==> src/rtl/inst_fetch_pkg.sv <==
// Shared types and defaults for the instruction fetch unit.
// Optional feature macro: INST_FETCH_BYPASS_EN (see inst_fetch.sv).
package inst_fetch_pkg;

    localparam int                   CPU_WIDTH           = 32;
    localparam logic [CPU_WIDTH-1:0] INST_FETCH_RESET_PC = 32'h0000_0000;
    localparam int                   INST_FIFO_DEPTH     = 2;
    localparam logic [CPU_WIDTH-1:0] PC_STEP             = 32'd4;

    typedef struct packed {
        logic [CPU_WIDTH-1:0] pc;
        logic [CPU_WIDTH-1:0] data;
    } fetch_entry_t;

    function automatic logic [CPU_WIDTH-1:0] align_pc(input logic [CPU_WIDTH-1:0] addr);
        return {addr[CPU_WIDTH-1:2], 2'b00};
    endfunction

endpackage

==> src/rtl/inst_fetch_if.sv <==
// Fetch-side bus bundle: instruction memory request/response, EX redirect and decode handshake.
// master = fetch unit, slave = memory/pipeline environment.
interface inst_fetch_if;
    import inst_fetch_pkg::*;

    logic                 imem_req_valid;
    logic                 imem_req_ready;
    logic [CPU_WIDTH-1:0] imem_req_addr;
    logic                 imem_rsp_valid;
    logic [CPU_WIDTH-1:0] imem_rsp_data;
    logic                 redirect_en;
    logic [CPU_WIDTH-1:0] redirect_pc;
    logic                 inst_valid;
    logic                 inst_ready;
    logic [CPU_WIDTH-1:0] inst;
    logic [CPU_WIDTH-1:0] inst_pc;

    modport master (
        output imem_req_valid, imem_req_addr, inst_valid, inst, inst_pc,
        input  imem_req_ready, imem_rsp_valid, imem_rsp_data, redirect_en, redirect_pc, inst_ready
    );

    modport slave (
        input  imem_req_valid, imem_req_addr, inst_valid, inst, inst_pc,
        output imem_req_ready, imem_rsp_valid, imem_rsp_data, redirect_en, redirect_pc, inst_ready
    );

endinterface

==> src/rtl/inst_fetch_fifo.sv <==
// inst_fifo: synchronous FIFO holding {pc, word} entries between memory and decode.
// DEPTH must be a power of two so the pointers wrap on their own.
module inst_fifo #(
    parameter int WIDTH = 64,
    parameter int DEPTH = 2
) (
    input  logic                   clk,
    input  logic                   rst,
    input  logic                   push,
    input  logic                   pop,
    input  logic                   flush,
    input  logic [WIDTH-1:0]       wdata,
    output logic [WIDTH-1:0]       rdata,
    output logic                   full,
    output logic                   empty,
    output logic [$clog2(DEPTH):0] count
);

    localparam int AW = $clog2(DEPTH);
    localparam int CW = AW + 1;

    logic [WIDTH-1:0] mem [DEPTH];
    logic [AW-1:0]    wr_ptr;
    logic [AW-1:0]    rd_ptr;
    logic             do_push;
    logic             do_pop;

    assign empty   = (count == '0);
    assign full    = (count == CW'(DEPTH));
    assign do_pop  = pop && !empty;
    // A pop frees the slot in the same cycle, so push-while-full is accepted then.
    assign do_push = push && (!full || do_pop);
    assign rdata   = mem[rd_ptr];

    always_ff @(posedge clk or posedge rst) begin
        if (rst) begin
            wr_ptr <= '0;
            rd_ptr <= '0;
            count  <= '0;
        end else if (flush) begin
            wr_ptr <= '0;
            rd_ptr <= '0;
            count  <= '0;
        end else begin
            if (do_push) wr_ptr <= wr_ptr + AW'(1);
            if (do_pop)  rd_ptr <= rd_ptr + AW'(1);
            count <= count + CW'(do_push) - CW'(do_pop);
        end
    end

    always_ff @(posedge clk) begin
        if (do_push && !flush) mem[wr_ptr] <= wdata;
    end

endmodule

==> src/rtl/inst_fetch.sv <==
// Instruction fetch unit: PC, in-order imem requests, response FIFO, decode handshake, EX redirect.
// Optional macro INST_FETCH_BYPASS_EN forwards a response straight to decode when the FIFO is empty.
module inst_fetch
    import inst_fetch_pkg::*;
#(
    parameter logic [CPU_WIDTH-1:0] RESET_PC   = INST_FETCH_RESET_PC,
    parameter int                   FIFO_DEPTH = INST_FIFO_DEPTH
) (
    input  logic         clk,
    input  logic         rst,
    inst_fetch_if.master bus
);

    localparam int CNT_W = $clog2(FIFO_DEPTH) + 1;

    logic [CPU_WIDTH-1:0] pc;
    logic [CPU_WIDTH-1:0] rsp_pc;
    logic [CNT_W-1:0]     inflight;
    logic [CNT_W-1:0]     drop_cnt;
    logic [CNT_W-1:0]     fifo_cnt;
    logic [CNT_W:0]       occupancy;
    logic                 fifo_full;
    logic                 fifo_empty;
    logic                 fifo_push;
    logic                 fifo_pop;
    logic                 req_fire;
    logic                 rsp_keep;
    logic                 bypass_vld;
    fetch_entry_t         rsp_entry;
    fetch_entry_t         head;

    // Every request in flight owns a FIFO slot, so responses never need backpressure.
    assign occupancy          = {1'b0, inflight} + {1'b0, fifo_cnt};
    assign bus.imem_req_valid = !rst && !bus.redirect_en && !fifo_full
                                && (occupancy < (CNT_W+1)'(FIFO_DEPTH));
    assign bus.imem_req_addr  = pc;
    assign req_fire           = bus.imem_req_valid && bus.imem_req_ready;

    assign rsp_keep  = bus.imem_rsp_valid && !bus.redirect_en && (drop_cnt == '0);
    assign rsp_entry = '{pc: rsp_pc, data: bus.imem_rsp_data};

`ifdef INST_FETCH_BYPASS_EN
    assign bypass_vld = rsp_keep && fifo_empty;
`else
    assign bypass_vld = 1'b0;
`endif

    assign fifo_push = rsp_keep && !(bypass_vld && bus.inst_ready);
    assign fifo_pop  = !fifo_empty && bus.inst_ready && !bus.redirect_en;

    inst_fifo #(
        .WIDTH ($bits(fetch_entry_t)),
        .DEPTH (FIFO_DEPTH)
    ) u_fifo (
        .clk   (clk),
        .rst   (rst),
        .push  (fifo_push),
        .pop   (fifo_pop),
        .flush (bus.redirect_en),
        .wdata (rsp_entry),
        .rdata (head),
        .full  (fifo_full),
        .empty (fifo_empty),
        .count (fifo_cnt)
    );

    // Decode sees a zero word whenever nothing is valid.
    always_comb begin
        bus.inst_valid = 1'b0;
        bus.inst       = '0;
        bus.inst_pc    = rsp_pc;
        if (!fifo_empty) begin
            bus.inst_valid = 1'b1;
            bus.inst       = head.data;
            bus.inst_pc    = head.pc;
        end else if (bypass_vld) begin
            bus.inst_valid = 1'b1;
            bus.inst       = bus.imem_rsp_data;
            bus.inst_pc    = rsp_pc;
        end
    end

    always_ff @(posedge clk or posedge rst) begin
        if (rst) begin
            pc       <= RESET_PC;
            rsp_pc   <= RESET_PC;
            inflight <= '0;
            drop_cnt <= '0;
        end else begin
            inflight <= inflight + CNT_W'(req_fire) - CNT_W'(bus.imem_rsp_valid);
            if (bus.redirect_en) begin
                // Everything still outstanding is wrong-path; a response arriving now is dropped too.
                pc       <= align_pc(bus.redirect_pc);
                rsp_pc   <= align_pc(bus.redirect_pc);
                drop_cnt <= inflight - CNT_W'(bus.imem_rsp_valid);
            end else begin
                if (req_fire) pc <= pc + PC_STEP;
                if (bus.imem_rsp_valid) begin
                    if (drop_cnt != '0) drop_cnt <= drop_cnt - CNT_W'(1);
                    else                rsp_pc   <= rsp_pc + PC_STEP;
                end
            end
        end
    end

endmodule
==> src/flat_wrapper.sv <==
// flat-port wrapper written by rule: the top's interface ports become plain ports
module inst_fetch_flat import inst_fetch_pkg::*;
#(
    parameter logic [CPU_WIDTH-1:0] RESET_PC   = INST_FETCH_RESET_PC,
    parameter int                   FIFO_DEPTH = INST_FIFO_DEPTH
)
  (clk, rst, bus_imem_req_valid, bus_imem_req_addr, bus_inst_valid, bus_inst, bus_inst_pc, bus_imem_req_ready, bus_imem_rsp_valid, bus_imem_rsp_data, bus_redirect_en, bus_redirect_pc, bus_inst_ready);
  inst_fetch_if bus_i ();
  input  logic clk;
  input  logic rst;
  output wire logic [$bits(bus_i.imem_req_valid)-1:0] bus_imem_req_valid;
  output wire logic [$bits(bus_i.imem_req_addr)-1:0] bus_imem_req_addr;
  output wire logic [$bits(bus_i.inst_valid)-1:0] bus_inst_valid;
  output wire logic [$bits(bus_i.inst)-1:0] bus_inst;
  output wire logic [$bits(bus_i.inst_pc)-1:0] bus_inst_pc;
  input wire logic [$bits(bus_i.imem_req_ready)-1:0] bus_imem_req_ready;
  input wire logic [$bits(bus_i.imem_rsp_valid)-1:0] bus_imem_rsp_valid;
  input wire logic [$bits(bus_i.imem_rsp_data)-1:0] bus_imem_rsp_data;
  input wire logic [$bits(bus_i.redirect_en)-1:0] bus_redirect_en;
  input wire logic [$bits(bus_i.redirect_pc)-1:0] bus_redirect_pc;
  input wire logic [$bits(bus_i.inst_ready)-1:0] bus_inst_ready;
  assign bus_imem_req_valid = bus_i.imem_req_valid;
  assign bus_imem_req_addr = bus_i.imem_req_addr;
  assign bus_inst_valid = bus_i.inst_valid;
  assign bus_inst = bus_i.inst;
  assign bus_inst_pc = bus_i.inst_pc;
  assign bus_i.imem_req_ready = bus_imem_req_ready;
  assign bus_i.imem_rsp_valid = bus_imem_rsp_valid;
  assign bus_i.imem_rsp_data = bus_imem_rsp_data;
  assign bus_i.redirect_en = bus_redirect_en;
  assign bus_i.redirect_pc = bus_redirect_pc;
  assign bus_i.inst_ready = bus_inst_ready;
  inst_fetch #(.RESET_PC(RESET_PC), .FIFO_DEPTH(FIFO_DEPTH)) u_core (.clk(clk), .rst(rst), .bus(bus_i));
endmodule
==> config.mk <==
export PLATFORM = sky130hd
export DESIGN_NAME = inst_fetch_flat
export DESIGN_NICKNAME = d
export VERILOG_FILES = /design/src/rtl/inst_fetch_pkg.sv /design/src/rtl/inst_fetch_if.sv /design/src/rtl/inst_fetch_fifo.sv /design/src/rtl/inst_fetch.sv /design/src/flat_wrapper.sv
export SDC_FILE = /design/constraint.sdc
export NUM_CORES = 1
export LEC_CHECK = 0
export CORE_ASPECT_RATIO = 1.4
export CORE_MARGIN = 5
export CORE_UTILIZATION = 53
export CTS_CLUSTER_DIAMETER = 80
export DETAILED_ROUTE_END_ITERATION = 16
export GPL_TIMING_DRIVEN = 0
export PLACE_DENSITY = 0.84
export RECOVER_POWER = 50
export SLEW_MARGIN = 20
export SYNTH_ARGS = -nofsm -noshare
export SYNTH_HDL_FRONTEND = slang
export SYNTH_HIERARCHICAL = 1
export SYNTH_SLANG_ARGS = --single-unit
==> constraint.sdc <==
create_clock -name clk -period 7.7 [get_ports clk]
set_input_delay 1.54 -clock clk [delete_from_list [all_inputs] [get_ports clk]]
set_output_delay 1.54 -clock clk [all_outputs]
set_load 0.05 [all_outputs]
==> results of run 1 <==
-- area by class of cell --
class	instances	area [um2]
clock inverters	15	126
multi-input cells	465	3440
fillers	1216	5370
plain buffers	33	155
well taps	236	295
flip-flops and latches	196	5550
clock buffers	17	425
inverters	18	68.8
repair buffers	176	1760
-- sequential cells by signal, indices dropped and copies added, names as in the netlist --
name and flops:
u_core/rsp_pc 30, u_core/drop_cnt 2, u_core/u_fifo/mem 128, u_core/inflight 2, u_core/bus.imem_req_addr 30, u_core/u_fifo/count 2, u_core/u_fifo/rd_ptr 1, u_core/u_fifo/wr_ptr 1
-- kinds of logic after synthesis --
| family | share of synthesized area |
|---|---|
| fa+ha+maj | 0.0117 |
| mux | 0.128 |
| other cells | 0.000408 |
| buf+inv | 0.0242 |
| simple gates | 0.135 |
| xor+xnor | 0.0372 |
| flops | 0.603 |
| compound gates | 0.0599 |
-- worst paths after layout --
path | to | slack (ns) | cells after the start
max reg2reg | u_core/inflight[1]$_DFF_PP0_ | 4.19 | 11
min | u_core/bus.imem_req_addr[21]$_DFFE_PP0P_ | 0.53 | 1
max in group asynchronous | u_core/rsp_pc[31]$_DFFE_PP0P_ | 2.91 | 3
min in group asynchronous | u_core/u_fifo/wr_ptr$_DFFE_PP0P_ | 1.51 | 2
max | bus_imem_req_valid | 1.79 | 5
min reg2reg | u_core/bus.imem_req_addr[21]$_DFFE_PP0P_ | 0.53 | 1
-- synth_stat cells (all sizes together), types with 6 or more instances --
cell / n
and2: 6
and4: 6
nand3: 32
nand4: 27
o211ai: 14
nand2: 48
o21ai: 41
xnor2: 15
clkbuf: 18
a21oi: 11
dfrtp: 68
nor4: 7
nor2b: 38
nor2: 26
edfxtp: 128
ha: 7
xor2: 24
inv: 17
buf: 15
mux2: 103
nor3: 7
-- power groups by stage --
stage	Clock (uW)	Sequential [uW]	Combinational, uW
global route	882	1290	526
CTS	834	1270	509
detailed placement	0	1290	505
global placement	0	1290	489
floorplan	0	1350	258
finish	817	1270	493
-- per-stage QoR --
stage               cells  hold WS (ns)  setup slack [ns]  power [uW]  TNS (ns)
finish               1156         0.525              1.79        2580         0
global route         1156         0.558              1.69        2690         0
CTS                  1156         0.535              1.88        2620         0
detailed placement   1124         0.521              1.87        1800         0
global placement     1111         0.498             -3.54        1780   -260.54
floorplan             712         0.467             0.245        1600         0
-- worst max-delay path: cells and delay by family --
family / cells / cell delay (ns)
buffers and inverters: 4 / 2.65
and+or+nand+nor: 1 / 0.17
-- layer usage --
metal  GRT usage  routed length, um  up-vias
li1            -                  -     3019
met1       0.269               8450     3186
met2       0.397              11900      283
met3      0.0368               1230       53
met4       0.108                806        0
met5           0                  0        -
-- cell usage in the layout (no fill, tap or decap), drive strengths merged, types with 4 or more instances in the layout --
| master | count |
|---|---|
| inv | 21 |
| xnor2 | 15 |
| dfrtp | 68 |
| a21oi | 11 |
| nor4 | 7 |
| o21ai | 41 |
| a31oi | 5 |
| and2 | 6 |
| buf | 24 |
| conb | 6 |
| nand2b | 4 |
| clkinv | 9 |
| o211ai | 14 |
| clkbuf | 39 |
| nor2 | 26 |
| nand4 | 27 |
| xor2 | 24 |
| nand3 | 32 |
| o311ai | 5 |
| nor2b | 38 |
| nand2 | 48 |
| and4 | 6 |
| clkdlybuf4s50 | 98 |
| mux2 | 103 |
| dlygate4sd3 | 65 |
| and3 | 5 |
| nor3 | 7 |
| ha | 7 |
| edfxtp | 128 |
==> summary.md, run 1 <==
The final layout contains routed wiring with a total length of 22.4 mm. The later pin in the worst-skew pair is clocked with a latency of 0.42 ns. The switching power share of the total is 0.301.

The worst hold path begins at u_core/bus.imem_req_addr[21]$_DFFE_PP0P_. The all-layer global routing usage is 0.227. The H-tree depth came out at 4. The slew at the pin with the worst max-slew slack works out to 2.94 ns.

168 I/O pins were placed. Traced cell by cell, the critical path runs through dlygate4sd3_1 > clkbuf_1 > clkbuf_1 > nor4_1 > clkdlybuf4s50_1. The run gives 0.0113 mm2 as the instance area at placement. The proportion of layout cells with a drive suffix above 1 came out at 0.126.

The average instance area after synthesis came out at 13.0 um2. By area the synthesized netlist is led by sky130_fd_sc_hd__edfxtp_1, sky130_fd_sc_hd__dfrtp_1, sky130_fd_sc_hd__mux2_1. After synthesis the netlist holds a flip-flop and latch count of 196.

From left edge to right edge, the die measures 121 um. The detailed router finished its first iteration with 608 violations. Using the TritonRoute via totals, the vias-per-cell ratio works out to 5.66.

The count of buffers added by post-CTS timing repair for setup is 0, and the portion of the clock cycle consumed by the worst path in the final layout is 0.768. The placement row count came out at 57. The checks that failed: capacitance limit, slew limit. Setup repair after global routing left no endpoint under its margin. The peak fanout along the critical path came out at 12. The mapped netlist covers 0.00919 mm2.

Cell repeated most along the worst path: sky130_fd_sc_hd__clkbuf_1. The via count of the first global-routing pass came out at 6,766. Highest clock rate: 0.169 GHz.

The worst hold path class was reg2reg. TritonCTS created 17 clock buffers. The setup path with the least slack is of type in2out.

The die is 166 um tall. The run gives 985 as the post-layout net count. Data arrives at the worst endpoint at 4.37 ns. Synthesis produced 707 cells.

Counting distinct cell types in the post-synthesis netlist gives 60. The sequential share of the synthesized area came out at 0.603. For this design, the sink count on the clock tree is 196. The delay of the slowest cell on the worst path came out at 0.92 ns. The run finished, with violations left.

The internal portion of the total power is 1810 uW. The tree is rooted in a sky130_fd_sc_hd__clkbuf_16. For this design the total switching power over the nets is 778 uW. Relative to the synthesized area, the layout overhead comes to 28.5%. The run gives 0.191 as the proportion of power drawn by combinational gates. The logs give 5 for the number of iterations in the first detailed-routing pass and 0 for the antenna diode count. Post-route core utilization: 0.687. The tools report the initial core utilization as 0.535. The fraction of synthesized cell area taken by the top area cell type was 0.418. The worst setup path is launched from a primary input. The initial antenna violation count came out at 0. Across the run, the number of max-cap violations was 2. The tools report the start of the worst register-to-register path as u_core/u_fifo/count[0]$_DFF_PP0_. TritonCTS built the clock tree. The number of input and output port buffers inserted was 163.

Routability-driven placement finished with a final weighted congestion of 0.919. Entering global routing, the biggest net connects 53 pins. Once detailed placement completed, the half-perimeter wirelength came to 16.5 mm. No sink is reached through more buffers than the 2 on the longest clock path. The Yosys step of the flow raised 6 warnings. The worst-case IR drop observed on VDD is 130 uV. Dividing total power by cell area gives a power density of 219 mW/mm2.

The most critical setup path has its startpoint at bus_redirect_en. For the total congestion overflow after global routing, the log shows 0. Setup skew after layout: 0.0105 ns. For this design, the slowest cell found on the critical path is sky130_fd_sc_hd__dlygate4sd3_1.

The first global-routing pass estimated 36.1 mm of wire. The finished cells cover 0.0118 mm2. Counting flops with a built-in enable in the synthesized netlist gives 128.

The detailed router placed 6,541 vias in this run. The time the final worst path needs with I/O delays and setup was 5.91 ns; the static leakage was 0.00427 uW. The number of hold buffers added after CTS was 0.

Area inside the core boundary: 0.0172 mm2. The relative contribution of sequential cells to total power was 0.493. Setup violations remaining at the end of the flow were counted as 0. The largest total area in the synthesized netlist belongs to sky130_fd_sc_hd__edfxtp_1. The detail route stage leaves a number of antenna-violating nets equal to 0. The logs give -0.961 for the normalized max-slew margin and 0 for the residual DRC count.

The run gives 0 as the number of hold violations in the final report. For this run, the leading register cell type out of synthesis is sky130_fd_sc_hd__edfxtp_1. The die covers 0.0201 mm2. The worst setup path is captured at an output pin. Data on the critical path is required at its endpoint by 6.16 ns.

The detail-routed net length per standard cell is 19.3 um, and the clock share of power is 0.316. Gates resized during post-CTS repair numbered 0. The total count of max-transition violations in the final report is 64, and the share of flip-flops with an asynchronous set or reset after synthesis is 0.347. The CTS clock-pin slew for the worst setup and hold paths came out at 0.07 ns.
No activity file was read; power rests on OpenSTA's default activity.
==> inputs of run 2 (changes only) <==
==> constraint.sdc (replaced) <==
create_clock -name clk -period 5.65 [get_ports clk]
set_input_delay 1.13 -clock clk [delete_from_list [all_inputs] [get_ports clk]]
set_output_delay 1.13 -clock clk [all_outputs]
set_load 0.05 [all_outputs]
==> summary.md, run 2 (synthesized netlist as in run 1, its figures left out) <==
The logs give 35.7 mm (-1.1%) for the first-pass GRT wire length and 0.0113 mm2 (about the same) for the instance area at placement. Start of the worst register-to-register path: u_core/u_fifo/count[0]$_DFF_PP0_. The tools report the setup slack of the most critical reg-to-reg path as 2.13 ns (-2.06 ns). The initial core utilization came out at 0.535 (unchanged). The final weighted congestion of routability-driven global placement is 0.900 (-2.0%). After layout, the minimum clock period comes to 4.98 ns. The worst setup path is captured at an output pin. Clock insertion delay at the later pin of the skew report: 0.43 ns (about the same).

Filler cell count in the final layout: 1,211 (-0.41%). The worst reg2reg path depth is 11 (unchanged). The switching power share of the total was 0.304 (+0.00311). The cell that appears most often on the critical path is sky130_fd_sc_hd__clkbuf_1. The signed area change from the synthesized netlist to the final layout was 29.1%. The initial antenna violation count came out at 0 (unchanged).

For the number of gates resized after cts, the log shows 0 (unchanged). The tools report the last element of the critical path as bus_imem_req_valid. Proportion of layout cells with a drive suffix above 1: 0.125 (-0.000678). The tools report the worst reg2reg path endpoint as u_core/inflight[1]$_DFF_PP0_.

The highest clock rate is 0.201 GHz. The run gives 1,121 (-0.27%) as the number of placed instances, taps included. The power spent charging and discharging nets is 1100 uW (+41%), and the HPWL reported at the end of detailed placement is 16.4 mm (-0.30%). The logs give 0 (unchanged) for the number of hold violations in the final report and 609 (+0.16%) for the violation count after the first detailed-routing iteration. The count of buffers added by post-CTS timing repair for setup was 0 (unchanged). In the layout the commonest cells are sky130_fd_sc_hd__edfxtp_1, sky130_fd_sc_hd__clkdlybuf4s50_1, sky130_fd_sc_hd__dfrtp_1.

The number of violations of the max-capacitance limit came out at 2 (unchanged). The area taken by flip-flops and latches was 0.00555 mm2 (unchanged). The delay of the slowest cell on the worst path was 0.90 ns (-0.02 ns); the number of flip-flops under the largest register name was 128 (unchanged).

For the count of clock tree sinks, the log shows 196 (unchanged). The die span in x works out to 121 um (unchanged). Total length of routed wires: 22.6 mm (+1.0%). The worst setup path is launched from a primary input. Slew at the pin with the worst max-slew slack: 2.05 ns (-0.888 ns).

The clock share of power was 0.332 (+0.016); the setup skew after layout was 0.0167 ns (+0.00619 ns). Tracing the worst setup path back leads to its startpoint at bus_redirect_en. The signal on the critical path passes through dlygate4sd3_1 > clkbuf_1 > clkbuf_1 > nor4_1 > clkdlybuf4s50_1. The library cell used most frequently in the layout, excluding fill and tap cells, is sky130_fd_sc_hd__edfxtp_1. Post-route core utilization: 0.690 (+0.00298).

The category of the most critical setup path was in2out. The number of non-filler instances in the completed layout is 1,153 (-0.26%). The register name with the most flops was u_core/u_fifo/mem.

Overall die height: 166 um (unchanged). The worst hold path belongs to the class reg2reg. TritonCTS built the clock tree. Setup repair after global routing left no endpoint under its margin. The residual antenna-violating net count after detailed routing was 0 (unchanged); the power density relative to cell area was 305 mW/mm2 (+39%). The normalized max-slew margin came out at -0.369 (+0.592). The detail-routed net length per standard cell was 19.6 um (+1.3%); the static leakage was 0.00429 uW (+0.27%). The pin count of the biggest net entering global routing was 38 (-28%); the maximum number of buffers from clock root to sink was 2 (unchanged). The number of vias in the routed layout is 6,628 (+1.3%).

The peak fanout along the critical path is 12 (unchanged). The hold buffer count at CTS is 0 (unchanged). The number of I/O pins was 168 (unchanged).

The run gives 3.85 ns (-0.52 ns) as the arrival time at the worst endpoint. The largest individual stage delay along the critical path comes from the cell sky130_fd_sc_hd__dlygate4sd3_1. The via density per instance came out at 5.75 (+1.6%). The logs give 6,907 (+2.1%) for the via count of the first global-routing pass and 0.188 (-0.003) for the proportion of power drawn by combinational gates. The antenna diode count came out at 0 (unchanged). The run gives 0 (unchanged) as the final setup violation count. The run finished, with violations left. Total area of multi-input combinational cells: 0.00345 mm2 (+0.18%). The final reports fail on capacitance limit, slew limit.

The run gives 2520 uW (+39%) as the internal power consumption. H-tree depth: 4 (unchanged). The post-layout net count was 982 (-0.30%); the relative contribution of sequential cells to total power was 0.481 (-0.012). The cell area after layout is 0.0119 mm2 (+0.43%). The logs give 0.0172 mm2 (unchanged) for the area inside the core boundary and 5 (unchanged) for the number of iterations in the first detailed-routing pass.

The residual DRC count was 0 (unchanged); the total count of max-transition violations in the final report was 49 (-23%). The run gives 57 (unchanged) as the placement row count. The number of buffers created by CTS was 17 (unchanged).

Portion of the clock cycle consumed by the worst path in the final layout: 0.882. The total congestion overflow after global routing was 0 (unchanged); the number of input and output port buffers inserted was 163 (unchanged). The highest ir drop seen on vdd was 181 uV (+40%).

The run gives 0.0201 mm2 (unchanged) as the floorplan die area. The all-layer global routing usage was 0.225 (-0.00182); the required time reported for the critical path endpoint was 4.52 ns (-1.64 ns). The cell sitting at the root of the clock tree is a sky130_fd_sc_hd__clkbuf_16.

The CTS clock-pin slew for the worst setup and hold paths was 0.08 ns (about the same).
## run 2: power by group through the flow
stage	Combinational (uW)	Sequential (uW)	Clock [uW]
after global placement	668	1760	0
after global routing	720	1750	1280
final	679	1740	1200
after CTS	699	1740	1220
after floorplan	352	1830	0
after detailed placement	694	1770	0
## run 2: critical path: cells and delay by family
kind	cells	cell delay, ns
buffers and inverters	4	2.57
and+or+nand+nor	1	0.15
## run 2: cell type report
| class | count | area share |
|---|---|---|
| plain buffers | 33 | 0.0131 |
| multi-input cells | 465 | 0.291 |
| inverters | 18 | 0.00580 |
| well taps | 236 | 0.0249 |
| clock buffers | 17 | 0.0359 |
| repair buffers | 173 | 0.148 |
| flip-flops and latches | 196 | 0.467 |
| clock inverters | 15 | 0.0141 |
## run 2: how the worst min path moves through the flow
stage | startpoint | end | slack (ns) | cells after the start
final | u_core/rsp_pc[31]$_DFFE_PP0P_ | u_core/u_fifo/mem[0][63]$_DFFE_PP_ | 0.53 | 0
after CTS | u_core/rsp_pc[31]$_DFFE_PP0P_ | u_core/u_fifo/mem[0][63]$_DFFE_PP_ | 0.52 | 0
after global routing | u_core/rsp_pc[31]$_DFFE_PP0P_ | u_core/u_fifo/mem[0][63]$_DFFE_PP_ | 0.54 | 0
after floorplan | u_core/rsp_pc[31]$_DFFE_PP0P_ | u_core/u_fifo/mem[0][63]$_DFFE_PP_ | 0.47 | 0
after global placement | u_core/rsp_pc[31]$_DFFE_PP0P_ | u_core/u_fifo/mem[0][63]$_DFFE_PP_ | 0.51 | 0
after detailed placement | u_core/rsp_pc[31]$_DFFE_PP0P_ | u_core/u_fifo/mem[1][63]$_DFFE_PP_ | 0.52 | 0
## run 2: stage by stage
| step | TNS, ns | setup WS [ns] | power, uW | hold WS [ns] |
|---|---|---|---|---|
| finish | 0 | 0.668 | 3620 | 0.528 |
| global route | 0 | 0.552 | 3750 | 0.543 |
| CTS | 0 | 0.726 | 3660 | 0.524 |
| detailed placement | 0 | 0.648 | 2460 | 0.515 |
| global placement | -285.19 | -2.27 | 2430 | 0.505 |
| floorplan | 0 | 0.532 | 2190 | 0.467 |
## run 2: metal layers
layer	up-vias	GRT usage	share of wire
li1	3011	-	-
met1	3244	0.272	0.39
met2	315	0.397	0.52
met3	58	0.0330	0.056
met4	0	0.0946	0.035
met5	-	0	0
